[src/rtl/sevseg_pkg.sv]
// rtl/sevseg_pkg.sv - seven-segment glyph constants and nibble decoder
// Patterns are {a,b,c,d,e,f,g} with bit 6 = a and logic 1 = segment lit.
package sevseg_pkg;

   localparam logic [6:0] SEG_OFF = 7'b0000000;
   localparam logic [6:0] SEG_0   = 7'b1111110;
   localparam logic [6:0] SEG_1   = 7'b0110000;
   localparam logic [6:0] SEG_2   = 7'b1101101;
   localparam logic [6:0] SEG_3   = 7'b1111001;
   localparam logic [6:0] SEG_4   = 7'b0110011;
   localparam logic [6:0] SEG_5   = 7'b1011011;
   localparam logic [6:0] SEG_6   = 7'b1011111;
   localparam logic [6:0] SEG_7   = 7'b1110000;
   localparam logic [6:0] SEG_8   = 7'b1111111;
   localparam logic [6:0] SEG_9   = 7'b1110011;
   localparam logic [6:0] SEG_A   = 7'b1110111;
   localparam logic [6:0] SEG_B   = 7'b0011111;
   localparam logic [6:0] SEG_C   = 7'b1001110;
   localparam logic [6:0] SEG_D   = 7'b0111101;
   localparam logic [6:0] SEG_E   = 7'b1001111;
   localparam logic [6:0] SEG_F   = 7'b1000111;

   // Codes 10-15 render as hex letters only when hexmode is set, else dark.
   function automatic logic [6:0] seg_decode(input logic [3:0] nibble, input logic hexmode);
      logic [6:0] pat;
      pat = SEG_OFF;
      case (nibble)
         4'h0:    pat = SEG_0;
         4'h1:    pat = SEG_1;
         4'h2:    pat = SEG_2;
         4'h3:    pat = SEG_3;
         4'h4:    pat = SEG_4;
         4'h5:    pat = SEG_5;
         4'h6:    pat = SEG_6;
         4'h7:    pat = SEG_7;
         4'h8:    pat = SEG_8;
         4'h9:    pat = SEG_9;
         4'ha:    pat = hexmode ? SEG_A : SEG_OFF;
         4'hb:    pat = hexmode ? SEG_B : SEG_OFF;
         4'hc:    pat = hexmode ? SEG_C : SEG_OFF;
         4'hd:    pat = hexmode ? SEG_D : SEG_OFF;
         4'he:    pat = hexmode ? SEG_E : SEG_OFF;
         4'hf:    pat = hexmode ? SEG_F : SEG_OFF;
         default: pat = SEG_OFF;
      endcase
      return pat;
   endfunction

endpackage

[src/rtl/sevseg_hexdec.sv]
// rtl/sevseg_hexdec.sv - combinational nibble to seven-segment decoder
// Ports:
//   nibble  in  4  digit code 0..15
//   hexmode in  1  1 = show A-F for codes 10..15
//   blank   in  1  1 = force all segments dark
//   pat     out 7  {a,b,c,d,e,f,g}, logic 1 = lit
module sevseg_hexdec
   import sevseg_pkg::*;
(
   input  logic [3:0] nibble,
   input  logic       hexmode,
   input  logic       blank,
   output logic [6:0] pat
);

   assign pat = blank ? SEG_OFF : seg_decode(nibble, hexmode);

endmodule

[src/rtl/sevseg_scan_mux.sv]
// rtl/sevseg_scan_mux.sv - time-multiplexed seven-segment display scanner
// Ports:
//   clk      in  1       system clock, rising edge
//   rst      in  1       synchronous active-high reset
//   en       in  1       display enable; 0 darkens outputs, scan keeps running
//   load     in  1       capture val/dp into the shadow buffer
//   val      in  4*NDIG  nibble i = digit i, digit 0 least significant
//   dp       in  NDIG    decimal point per digit
//   blanklz  in  1       blank leading zeros
//   seg      out 7       {a,b,c,d,e,f,g}, registered
//   segdp    out 1       decimal point segment, registered
//   an       out NDIG    one-hot digit enable, registered
//   frame    out 1       pulse on the cycle digit 0 of a new frame lights
module sevseg_scan_mux
   import sevseg_pkg::*;
#(
   parameter int NDIG           = 4,
   parameter int PRESCALE       = 1000,
   parameter int HEXMODE        = 1,
   parameter int SEG_ACTIVE_LOW = 0,
   parameter int AN_ACTIVE_LOW  = 0
) (
   input  logic              clk,
   input  logic              rst,
   input  logic              en,
   input  logic              load,
   input  logic [4*NDIG-1:0] val,
   input  logic [NDIG-1:0]   dp,
   input  logic              blanklz,
   output logic [6:0]        seg,
   output logic              segdp,
   output logic [NDIG-1:0]   an,
   output logic              frame
);

   localparam int PW = $clog2(PRESCALE);
   localparam int IW = $clog2(NDIG);

   logic [PW-1:0]     pcnt;
   logic [IW-1:0]     idx;
   logic [4*NDIG-1:0] sval, dval;
   logic [NDIG-1:0]   sdp, ddp;
   logic              tc, wrap, wrap_q;
   logic [NDIG-1:0]   lz_mask;
   logic              zero_above;
   logic [3:0]        cur_nib;
   logic [6:0]        dec_pat;
   logic [NDIG-1:0]   an_next;
   logic [6:0]        seg_r;
   logic              segdp_r;
   logic [NDIG-1:0]   an_r;
   logic              frame_r;

   assign tc   = (pcnt == PW'(PRESCALE - 1));
   assign wrap = tc && (idx == IW'(NDIG - 1));

   // Digit i is a leading zero when it and every more significant digit are 0.
   // Digit 0 is never masked so an all-zero value still shows "0".
   always_comb begin
      lz_mask    = '0;
      zero_above = 1'b1;
      for (int i = NDIG - 1; i >= 1; i--) begin
         zero_above = zero_above & (dval[4*i +: 4] == 4'h0);
         lz_mask[i] = blanklz & zero_above;
      end
   end

   always_comb begin
      an_next      = '0;
      an_next[idx] = 1'b1;
   end

   assign cur_nib = dval[{idx, 2'b00} +: 4];

   sevseg_hexdec u_dec (
      .nibble  (cur_nib),
      .hexmode (HEXMODE != 0),
      .blank   (lz_mask[idx]),
      .pat     (dec_pat)
   );

   always_ff @(posedge clk) begin
      if (rst) begin
         pcnt    <= '0;
         idx     <= '0;
         sval    <= '0;
         sdp     <= '0;
         dval    <= '0;
         ddp     <= '0;
         wrap_q  <= 1'b0;
         frame_r <= 1'b0;
         seg_r   <= SEG_OFF;
         segdp_r <= 1'b0;
         an_r    <= '0;
      end else begin
         pcnt <= tc ? '0 : pcnt + PW'(1);
         if (tc) begin
            idx <= (idx == IW'(NDIG - 1)) ? '0 : idx + IW'(1);
         end
         if (load) begin
            sval <= val;
            sdp  <= dp;
         end
         // Display buffer only changes at frame boundaries so a frame never
         // mixes old and new digits; a load on that same cycle bypasses shadow.
         if (wrap) begin
            dval <= load ? val : sval;
            ddp  <= load ? dp  : sdp;
         end
         // wrap moves idx to 0 now; the output registers show digit 0 one edge
         // later, so frame needs the same extra stage to line up with an.
         wrap_q  <= wrap;
         frame_r <= wrap_q;
         seg_r   <= en ? dec_pat : SEG_OFF;
         segdp_r <= en & ddp[idx];
         an_r    <= en ? an_next : '0;
      end
   end

   assign seg   = (SEG_ACTIVE_LOW != 0) ? ~seg_r   : seg_r;
   assign segdp = (SEG_ACTIVE_LOW != 0) ? ~segdp_r : segdp_r;
   assign an    = (AN_ACTIVE_LOW  != 0) ? ~an_r    : an_r;
   assign frame = frame_r;

endmodule

[config.mk]
export PLATFORM = sky130hd
export DESIGN_NAME = sevseg_scan_mux
export DESIGN_NICKNAME = d
export VERILOG_FILES = /design/src/rtl/sevseg_pkg.sv /design/src/rtl/sevseg_hexdec.sv /design/src/rtl/sevseg_scan_mux.sv
export SDC_FILE = /design/constraint.sdc
export NUM_CORES = 1
export LEC_CHECK = 0
export BUFFER_PORTS_ARGS = -buffer_cell sky130_fd_sc_hd__buf_4
export CAP_MARGIN = 10
export CELL_PAD_IN_SITES_DETAIL_PLACEMENT = 1
export CELL_PAD_IN_SITES_GLOBAL_PLACEMENT = 1
export CORE_AREA = 2 2 81 83
export DETAILED_ROUTE_END_ITERATION = 8
export DIE_AREA = 0 0 83 85
export PLACE_DENSITY_LB_ADDON = 0.1
export SLEW_MARGIN = 0
export SYNTH_ARGS = -nofsm -noshare
export SYNTH_HDL_FRONTEND = slang
export SYNTH_SLANG_ARGS = --single-unit
export TNS_END_PERCENT = 50
[constraint.sdc]
create_clock -name clk -period 2.5 [get_ports clk]
set_input_delay 0.375 -clock clk [delete_from_list [all_inputs] [get_ports clk]]
set_output_delay 0.375 -clock clk [all_outputs]
set_load 0.05 [all_outputs]
== Yosys cells after proc, flatten, opt, wreduce, memory -nomap -nowiden ==
Cells that the tools add are included.

* Word-level logic and storage cells: 59
* Input bits: 25
* Register bits after elaboration: 66
* Output and inout bits: 13

* Eq/ne operators: 17
* Bitwise operators: 7
* Add/subtract/negate cells: 2
* Magnitude comparators: 2
* Shift operators: 1
* Reduce and logical (&&, ||, !) cells: 9
* Mux-type cells: 10

{| class="wikitable"
|+ Operators with widths
! kind !! number
|-
| one-hot mux 7 bit (16 select lines) || 1
|-
| equality test 4 bit, second input constant || 8
|-
| equality test 4 x 3 -> 1 bit, second input constant || 4
|-
| zero test 4 bit || 4
|-
| 2-to-1 mux 16 bit || 1
|-
| variable part select 16 x 5 -> 4 bit || 1
|-
| adder 10 x 1 -> 10 bit, second input constant || 1
|-
| equality test 10 bit, second input constant || 1
|-
| equality test 4 x 2 -> 1 bit, second input constant || 2
|-
| AND 1 bit || 6
|-
| binary-select mux 1 bit (select 2 bit) || 2
|-
| equality test 4 x 1 -> 1 bit, second input constant || 1
|-
| 2-to-1 mux 4 bit || 1
|-
| OR reduction 2 bit || 2
|-
| less-than comparator 2 x 3 -> 1 bit, second input constant || 1
|-
| 2-to-1 mux 1 bit || 3
|-
| OR reduction 3 bit || 1
|-
| adder 2 x 1 -> 2 bit, second input constant || 1
|-
| demux 1 bit (select 2 bit) || 1
|-
| equality test 2 bit, second input constant || 1
|-
| >= comparator 2 x 1 -> 1 bit, second input constant || 1
|-
| logical AND 1 bit || 2
|-
| 2-to-1 mux 2 bit || 1
|-
| NOT 1 bit || 1
|}

== Logic depth before layout (Yosys ltp) ==
Gate-level depths: netlist of run 1.

* Depth after elaboration: 7
* Gate-level depth with buffers: 7
* Gate-level depth less buffers: 6

== Modules after synthesis ==
A second synthesis of run 1 with hierarchy kept.

* Cell total of the unflattened synthesis: 313
* Area, all modules: 2947.8 µm²

{| class="wikitable"
|+ By module, submodules not included
! module !! times used !! seq. area each (µm²) !! cells an instance !! area each (µm²)
|-
| sevseg_scan_mux || 1 || 1321.3 || 262 || 2660.1
|-
| sevseg_hexdec || 1 || 0.0 || 51 || 287.8
|}

== Least setup slack after synthesis of run 1 ==
OpenSTA, ideal clock, no wires.

* Path kind: reg2reg
* Start: register idx[0]
* End: register seg_r[3], in the netlist seg[3]
* Data arrival time: 1.620 ns
* Stages on the path, launching flop included: 7
* Data required time: 2.363 ns
* Slack: 0.743 ns
* Period minus slack after synthesis: 1.757 ns
* Setup time: 0.137 ns
* Path buffers: 1
* Cells stage by stage: dfxtp_1 -> buf_6 -> mux4_2 -> nand2b_4 -> or2_4 -> a21oi_2 -> a311oi_1

* Word-level cells in the longest chain between the ends: 3
* Elaborated cells on any way between the ends: 21
* Those cells by class: 15 x eq/ne; 1 x shift; 3 x mux; 2 x reduce/logical

{| class="wikitable"
|+ RTL lines
! what !! line !! RTL
|-
| start: declaration || sevseg_scan_mux.sv:40 || <nowiki>logic [IW-1:0] idx;</nowiki>
|-
| start signal: assignment || sevseg_scan_mux.sv:98 || <nowiki>idx <= (idx == IW'(NDIG - 1)) ? '0 : idx + IW'(1);</nowiki>
|-
| variable part select 16 x 5 -> 4 bit or binary-select mux 1 bit (select 2 bit) (tied branches) || sevseg_scan_mux.sv:73, sevseg_scan_mux.sv:78 ||
|-
| equality test 4 bit, or another cell as far along || sevseg_pkg.sv:27 || <nowiki>case (nibble)</nowiki>
|-
| one-hot mux 7 bit (16 select lines) or OR reduction 3 bit (tied branches) || - ||
|-
| end signal: assignment || sevseg_scan_mux.sv:114 || <nowiki>seg_r <= en ? dec_pat : SEG_OFF;</nowiki>
|-
| end: declaration || sevseg_scan_mux.sv:49 || <nowiki>logic [6:0] seg_r;</nowiki>
|}

Parallel ways exist; a longest one is shown, timed or not. The select of a mux whose other input is x is not followed.
A chain may end at the register's enable or synchronous reset.

== Worst setup path in the final report of run 1 ==
Ends and elaborated chain as after synthesis.

==> impl_metrics.ini, run 1 <==
[worst_setup_path]
r2r_cells = 5
r2r_slack_ps = 510
critical_path_required_ps = 2700
worstPathMaxFanout = 9
reg2reg_from = idx[0]$_SDFFE_PP0N_
endpoint_kind = register
crit_path_cell_trace = mux4_2 -> nand2b_4 -> or2_4 -> a21oi_2 -> a311oi_1
crit_arrival_ps = 2190
crit_path_max_incr_delay_ps = 660
r2r-end = seg[3]$_SDFF_PP0_
cp-startpoint = idx[0]$_SDFFE_PP0N_
worst-path-buf-inv = 0
path_depth = 5
worst_path_dominant_cell_family = multiplexers
startpoint_type = register
cp-endpoint = seg[3]$_SDFF_PP0_
path_class = reg2reg
slowest_stage = mux4_2

[timing]
relSlewSlack = 0.649
setup_tns_ps = 0
finalCriticalPeriod_ps = 1990
grt_setup_unrepaired = false
skew_ps = 6.52
finalMaxSlewViolations = 0
timing.hold.ws_ps = 296
fmax_ghz = 0.503
tightest_slew_ps = 522
period_share = 0.795
hold_violations = 0
setup_violations = 0

[grt]
grt_max_degree = 29
met3_usage = 0.0447
grt_pass1_vias = 1818
grt_pass1_wl_um = 8890
grt_use_met1 = 0.200
antenna_found_initial = 0
use_met2 = 0.254
grt-ovfl-total = 0
grt.total_usage = 0.161
busiest_layer = met2

[finish]
final_layout_size_suffix_gt1_frac = 0.207
seqCellArea_um2 = 1320
nets = 325
multiInputGateArea_um2 = 1160
areaGrowthSynthToFinish_pct = 19.0
diodes = 0
fillers = 734

[cts]
cts_tree = yes
clockRootBuffer = clkbuf_8
clock-sinks = 66
clk_latency_ps = 340
cts_resized = 0
clockBufferDepth = 2
hold_buffers = 0
cts_setup_buffers = 0
cts_buffers = 9
h-tree-depth = 3
clk_pin_slew_ps = 70

[floorplanning]
io_pins = 38
initial_core_util = 0.414
core_um2 = 6200
dieArea_um2 = 7060
fp.dieW_um = 83
rows = 29
die_height_um = 85

[route]
drtAntennaViolNets = 0
drt-wirelength-per-cell_um = 13.7
drc = 0
viasPerCell = 4.93
initialDrtViolationCount = 68
wl_um = 5150
num_vias = 1852
dr.pass1.iters = 4

[logic_synthesis]
syn_nets = 289
synth_warnings = 0
yosys-top-cells-area = dfxtp_1, mux2i_1, nor2_1, nand2_1, mux4_2
netlist-cell-type-count = 36
yosys_most_used_dff = dfxtp_1
netlist.area_leader.share = 0.514
synthesis.area_um2 = 2570
async_flop_share = 0
seq_area_frac_synth = 0.514
ys_ff_latch = 66
avgSynthCellArea_um2 = 9.93
synthCells = 259
synth-edff-count = 0
yosysTopAreaCell = dfxtp_1

[place]
gp_congestion = 0.730
portBuffers = 37
hpwl_um = 3640

[power]
power-per-cell-area_nw_per_um2 = 659
intPower_uw = 1550
ir_drop_mv = 0.514
p_seq_frac = 0.540
leakage_uw = 0.00127
swShare = 0.233
p_switching_uw = 470
comb_power_share = 0.067
clkPwrFrac = 0.392

[run_status]
outcome = completed

[hold_path]
hold_class = in2reg

[flow_run]
drv_cap = 0
-- layout make-up --
class / instances / share of cell area
Clock inverter: 2 / 0.00409
Sequential cell: 66 / 0.432
Inverter: 4 / 0.00491
Tap cell: 77 / 0.0315
Clock buffer: 13 / 0.0519
Timing Repair Buffer: 39 / 0.0957
Multi-Input combinational cell: 175 / 0.380
-- sequential cells by signal, indices dropped and copies added (netlist names), 2 cells and up --
name,cells
sdp,4
seg,7
idx,2
pcnt,10
dval,16
sval,16
an,4
ddp,4
-- cells in the mapped netlist, drive strengths merged, types with 4 or more instances --
| master | number |
|---|---|
| nor2 | 38 |
| nor3 | 5 |
| inv | 4 |
| nor2b | 4 |
| and2 | 7 |
| dfxtp | 66 |
| xnor2 | 7 |
| nand2 | 27 |
| a21oi | 5 |
| o21ai | 22 |
| nand3 | 4 |
| mux4 | 5 |
| mux2i | 22 |
| xor2 | 4 |
| ha | 5 |
| clkbuf | 11 |
-- how the worst min path moves through the flow --
stage | from | slack [ps] | endpoint | cells past startpoint
CTS | val[2] | 290 | sval[2]$_SDFF_PP0_ | 3
floorplan | wrap_q$_SDFF_PP0_ | 410 | frame$_SDFF_PP0_ | 1
global placement | wrap_q$_SDFF_PP0_ | 420 | frame$_SDFF_PP0_ | 1
finish | val[4] | 300 | sval[4]$_SDFF_PP0_ | 3
detailed placement | wrap_q$_SDFF_PP0_ | 440 | frame$_SDFF_PP0_ | 1
global route | dp[0] | 290 | sdp[0]$_SDFF_PP0_ | 3
-- logic make-up after synthesis --
| family | after synthesis | share of synthesized area |
|---|---|---|
| adder cells (fa/ha/maj) | 5 | 0.0243 |
| multiplexers | 27 | 0.131 |
| buffers and inverters | 18 | 0.0336 |
| AND/OR/NAND/NOR | 100 | 0.190 |
| XOR/XNOR | 11 | 0.0375 |
| AO/OA/AOI/OAI | 32 | 0.0696 |
| flip-flops | 66 | 0.514 |
-- per-layer routing --
| layer | part of all wire | vias to the layer above | routed length (um) |
|---|---|---|---|
| met5 | 0 | - | 0 |
| met4 | 0.020 | 0 | 104 |
| met3 | 0.032 | 10 | 164 |
| met2 | 0.48 | 26 | 2460 |
| met1 | 0.47 | 873 | 2410 |
| li1 | - | 943 | - |
-- per-stage QoR --
stage	cell area [um^2]	worst slack, ps	total power, uW	cells	utilization
final	3060	513	2020	376	0.493
after global routing	3060	320	2110	376	0.493
after CTS	3060	481	2050	376	0.493
after detailed placement	2890	491	1250	361	0.466
after global placement	2890	571	1250	361	0.466
after floorplan	2570	743	1200	259	-
-- power by group through the flow --
stage / Combinational, uW / Clock [uW] / Sequential [uW]
after CTS: 139 / 817 / 1090
after global placement: 137 / 0 / 1110
final: 136 / 792 / 1090
after floorplan: 62.7 / 0 / 1130
after detailed placement: 138 / 0 / 1110
after global routing: 150 / 871 / 1090
-- layout by cell type (no fill, tap or decap), types with 2 or more instances in the layout --
cell / n
mux4_2: 4
buf_4: 39
nand3_1: 4
clkbuf_1: 2
and2_1: 7
ha_1: 5
mux2i_1: 22
nand2b_1: 2
o21ai_0: 5
nand4_1: 2
nor2_1: 38
dfxtp_1: 66
a311oi_1: 2
nand2_1: 27
clkbuf_8: 11
a21oi_1: 4
xor2_1: 4
inv_1: 4
xnor2_1: 7
nor3_1: 5
o21ai_1: 17
a211oi_1: 3
nor2b_1: 3
or4_1: 2
-- tightest hold or removal path: cells and delay by family --
family | cells | cell delay [ps]
multiplexers | 1 | 70
buffers and inverters | 1 | 80
AND/OR/NAND/NOR | 1 | 80
Note: power is estimated with default switching activity, not from simulation.
==> run 2: changes to the inputs <==
CORE_AREA = 2 2 85 87   (was 2 2 81 83)
DIE_AREA = 0 0 87 89   (was 0 0 83 85)
clock period = 1.8 ns   (was 2.5 ns; I/O delays follow)
==> run 2 against run 1 <==
  * Global-route usage down 0.91 points
  * Non-clock buffer count up 11
  * Clock skew up 3.0 ps
  * Highest routed layer unchanged
==> impl_metrics.ini, run 2 (synthesis results as in run 1) <==
[run_status]
outcome = completed

[place]
gp_congestion = 0.760
hpwl_um = 3810
placed_cells = 372
place_area_um2 = 2970
portBuffers = 37

[finish]
final_cell_mix = dfxtp_1, buf_4, nor2_1
biggestRegsByFlops = dval (16), sval (16), pcnt (10)
nets = 337
final_cells = 392
final_layout_size_suffix_gt1_frac = 0.244
layout_commonest_cell = dfxtp_1
fin_area_um2 = 3230
areaGrowthSynthToFinish_pct = 25.8
diodes = 0

[worst_setup_path]
worstPathMaxFanout = 5
endpoint_kind = register
crit_arrival_ps = 1940
startpoint_type = register
critical_path_required_ps = 2020
crit_path_max_incr_delay_ps = 590
slowest_stage = mux4_2
crit_path_cell_trace = mux4_2 -> buf_4 -> or2_1 -> a21oi_1 -> nor3_1
path_class = reg2reg

[grt]
grt_pass1_vias = 1927
antenna_found_initial = 0
grt_pass1_wl_um = 9090
grt.total_usage = 0.152
grt-ovfl-total = 0
grt_max_degree = 29

[timing]
finalCriticalPeriod_ps = 1720
relSlewSlack = 0.767
finalMaxSlewViolations = 0
setup_tns_ps = 0
hold_violations = 0
fmax_ghz = 0.581
period_share = 0.956
skew_ps = 9.50
setup_violations = 0
tightest_slew_ps = 350

[power]
ir_drop_mv = 0.395
leakage_uw = 0.00137
power-per-cell-area_nw_per_um2 = 952

[cts]
clk_pin_slew_ps = 70
cts_tree = yes
cts_buffers = 9
h-tree-depth = 3
clock-sinks = 66
clk_latency_ps = 340
clockRootBuffer = clkbuf_8
clockBufferDepth = 2

[floorplanning]
rows = 30
dieArea_um2 = 7740
core_um2 = 6720
die_height_um = 89
fp.dieW_um = 87
io_pins = 38
initial_core_util = 0.383

[route]
top_layer = met4
drc = 0
wl_met3_um = 182
drt-wirelength-per-cell_um = 14.3
viasPerCell = 4.89
drtAntennaViolNets = 0
wl_um = 5600
initialDrtViolationCount = 51
drt-met1-wl_um = 2680
num_vias = 1918
dr.pass1.iters = 4
met2_length_um = 2670

[flow_run]
drv_cap = 0

[hold_path]
hold_class = in2reg
[run 2: where the power goes]
part	internal [uW]	switching, uW	leakage [uW]
sequential	1500	12.9	0.000539
clock	814	557	0.000109
combinational	87.3	109	0.000719
[run 2: path summary, 6_finish.rpt]
kind,startpoint,endpoint,slack (ps),cells after the start
worst min register to register,ddp[2]$_SDFFE_PP0P_,ddp[2]$_SDFFE_PP0P_,450,2
worst max register to register,idx[0]$_SDFFE_PP0N_,seg[0]$_SDFF_PP0_,80,5
worst max-delay path,idx[0]$_SDFFE_PP0N_,seg[0]$_SDFF_PP0_,80,5
worst min-delay path,val[3],sval[3]$_SDFF_PP0_,190,3
[run 2: timing repair]
action                                  CTS  global route
resized for setup                         0             1
endpoints found under the setup margin    1             6
buffers inserted                          1             2
cloned                                    0             1
hold buffers                              0             0
[run 2: layout make-up]
cell class	instances	area (um^2)
clock buffers	11	141
clock inverters	5	77.6
fillers	756	3480
inverters	4	15.0
multi-input cells	176	1190
flip-flops and latches	66	1320
well taps	80	100
repair buffers	50	388
[run 2: critical path, delay by kind of cell, from the launching register on]
kind                   cells  cell delay [ps]
multiplexers               1              590
flip-flops                 1              420
AND/OR/NAND/NOR            2              310
buffers and inverters      1              170
AO/OA/AOI/OAI              1              130
[run 2: per-stage QoR]
| step | hold WS (ps) | utilization | setup slack, ps | total power, uW |
|---|---|---|---|---|
| 6_report | 194 | 0.481 | 79.9 | 3080 |
| 5_1_grt | 201 | 0.481 | -24.9 | 3220 |
| 2_1_floorplan | 414 | - | 42.7 | 1660 |
| 4_1_cts | 184 | 0.475 | 17.1 | 3120 |
| 3_5_place_dp | 432 | 0.441 | -3.18 | 1750 |
| 3_3_place_gp | 423 | 0.441 | 37.5 | 1740 |
[run 2: per-layer routing]
layer	vias up	GRT usage
li1	974	-
met1	911	0.188
met2	25	0.255
met3	8	0.0452
met4	0	0.0511
met5	-	0
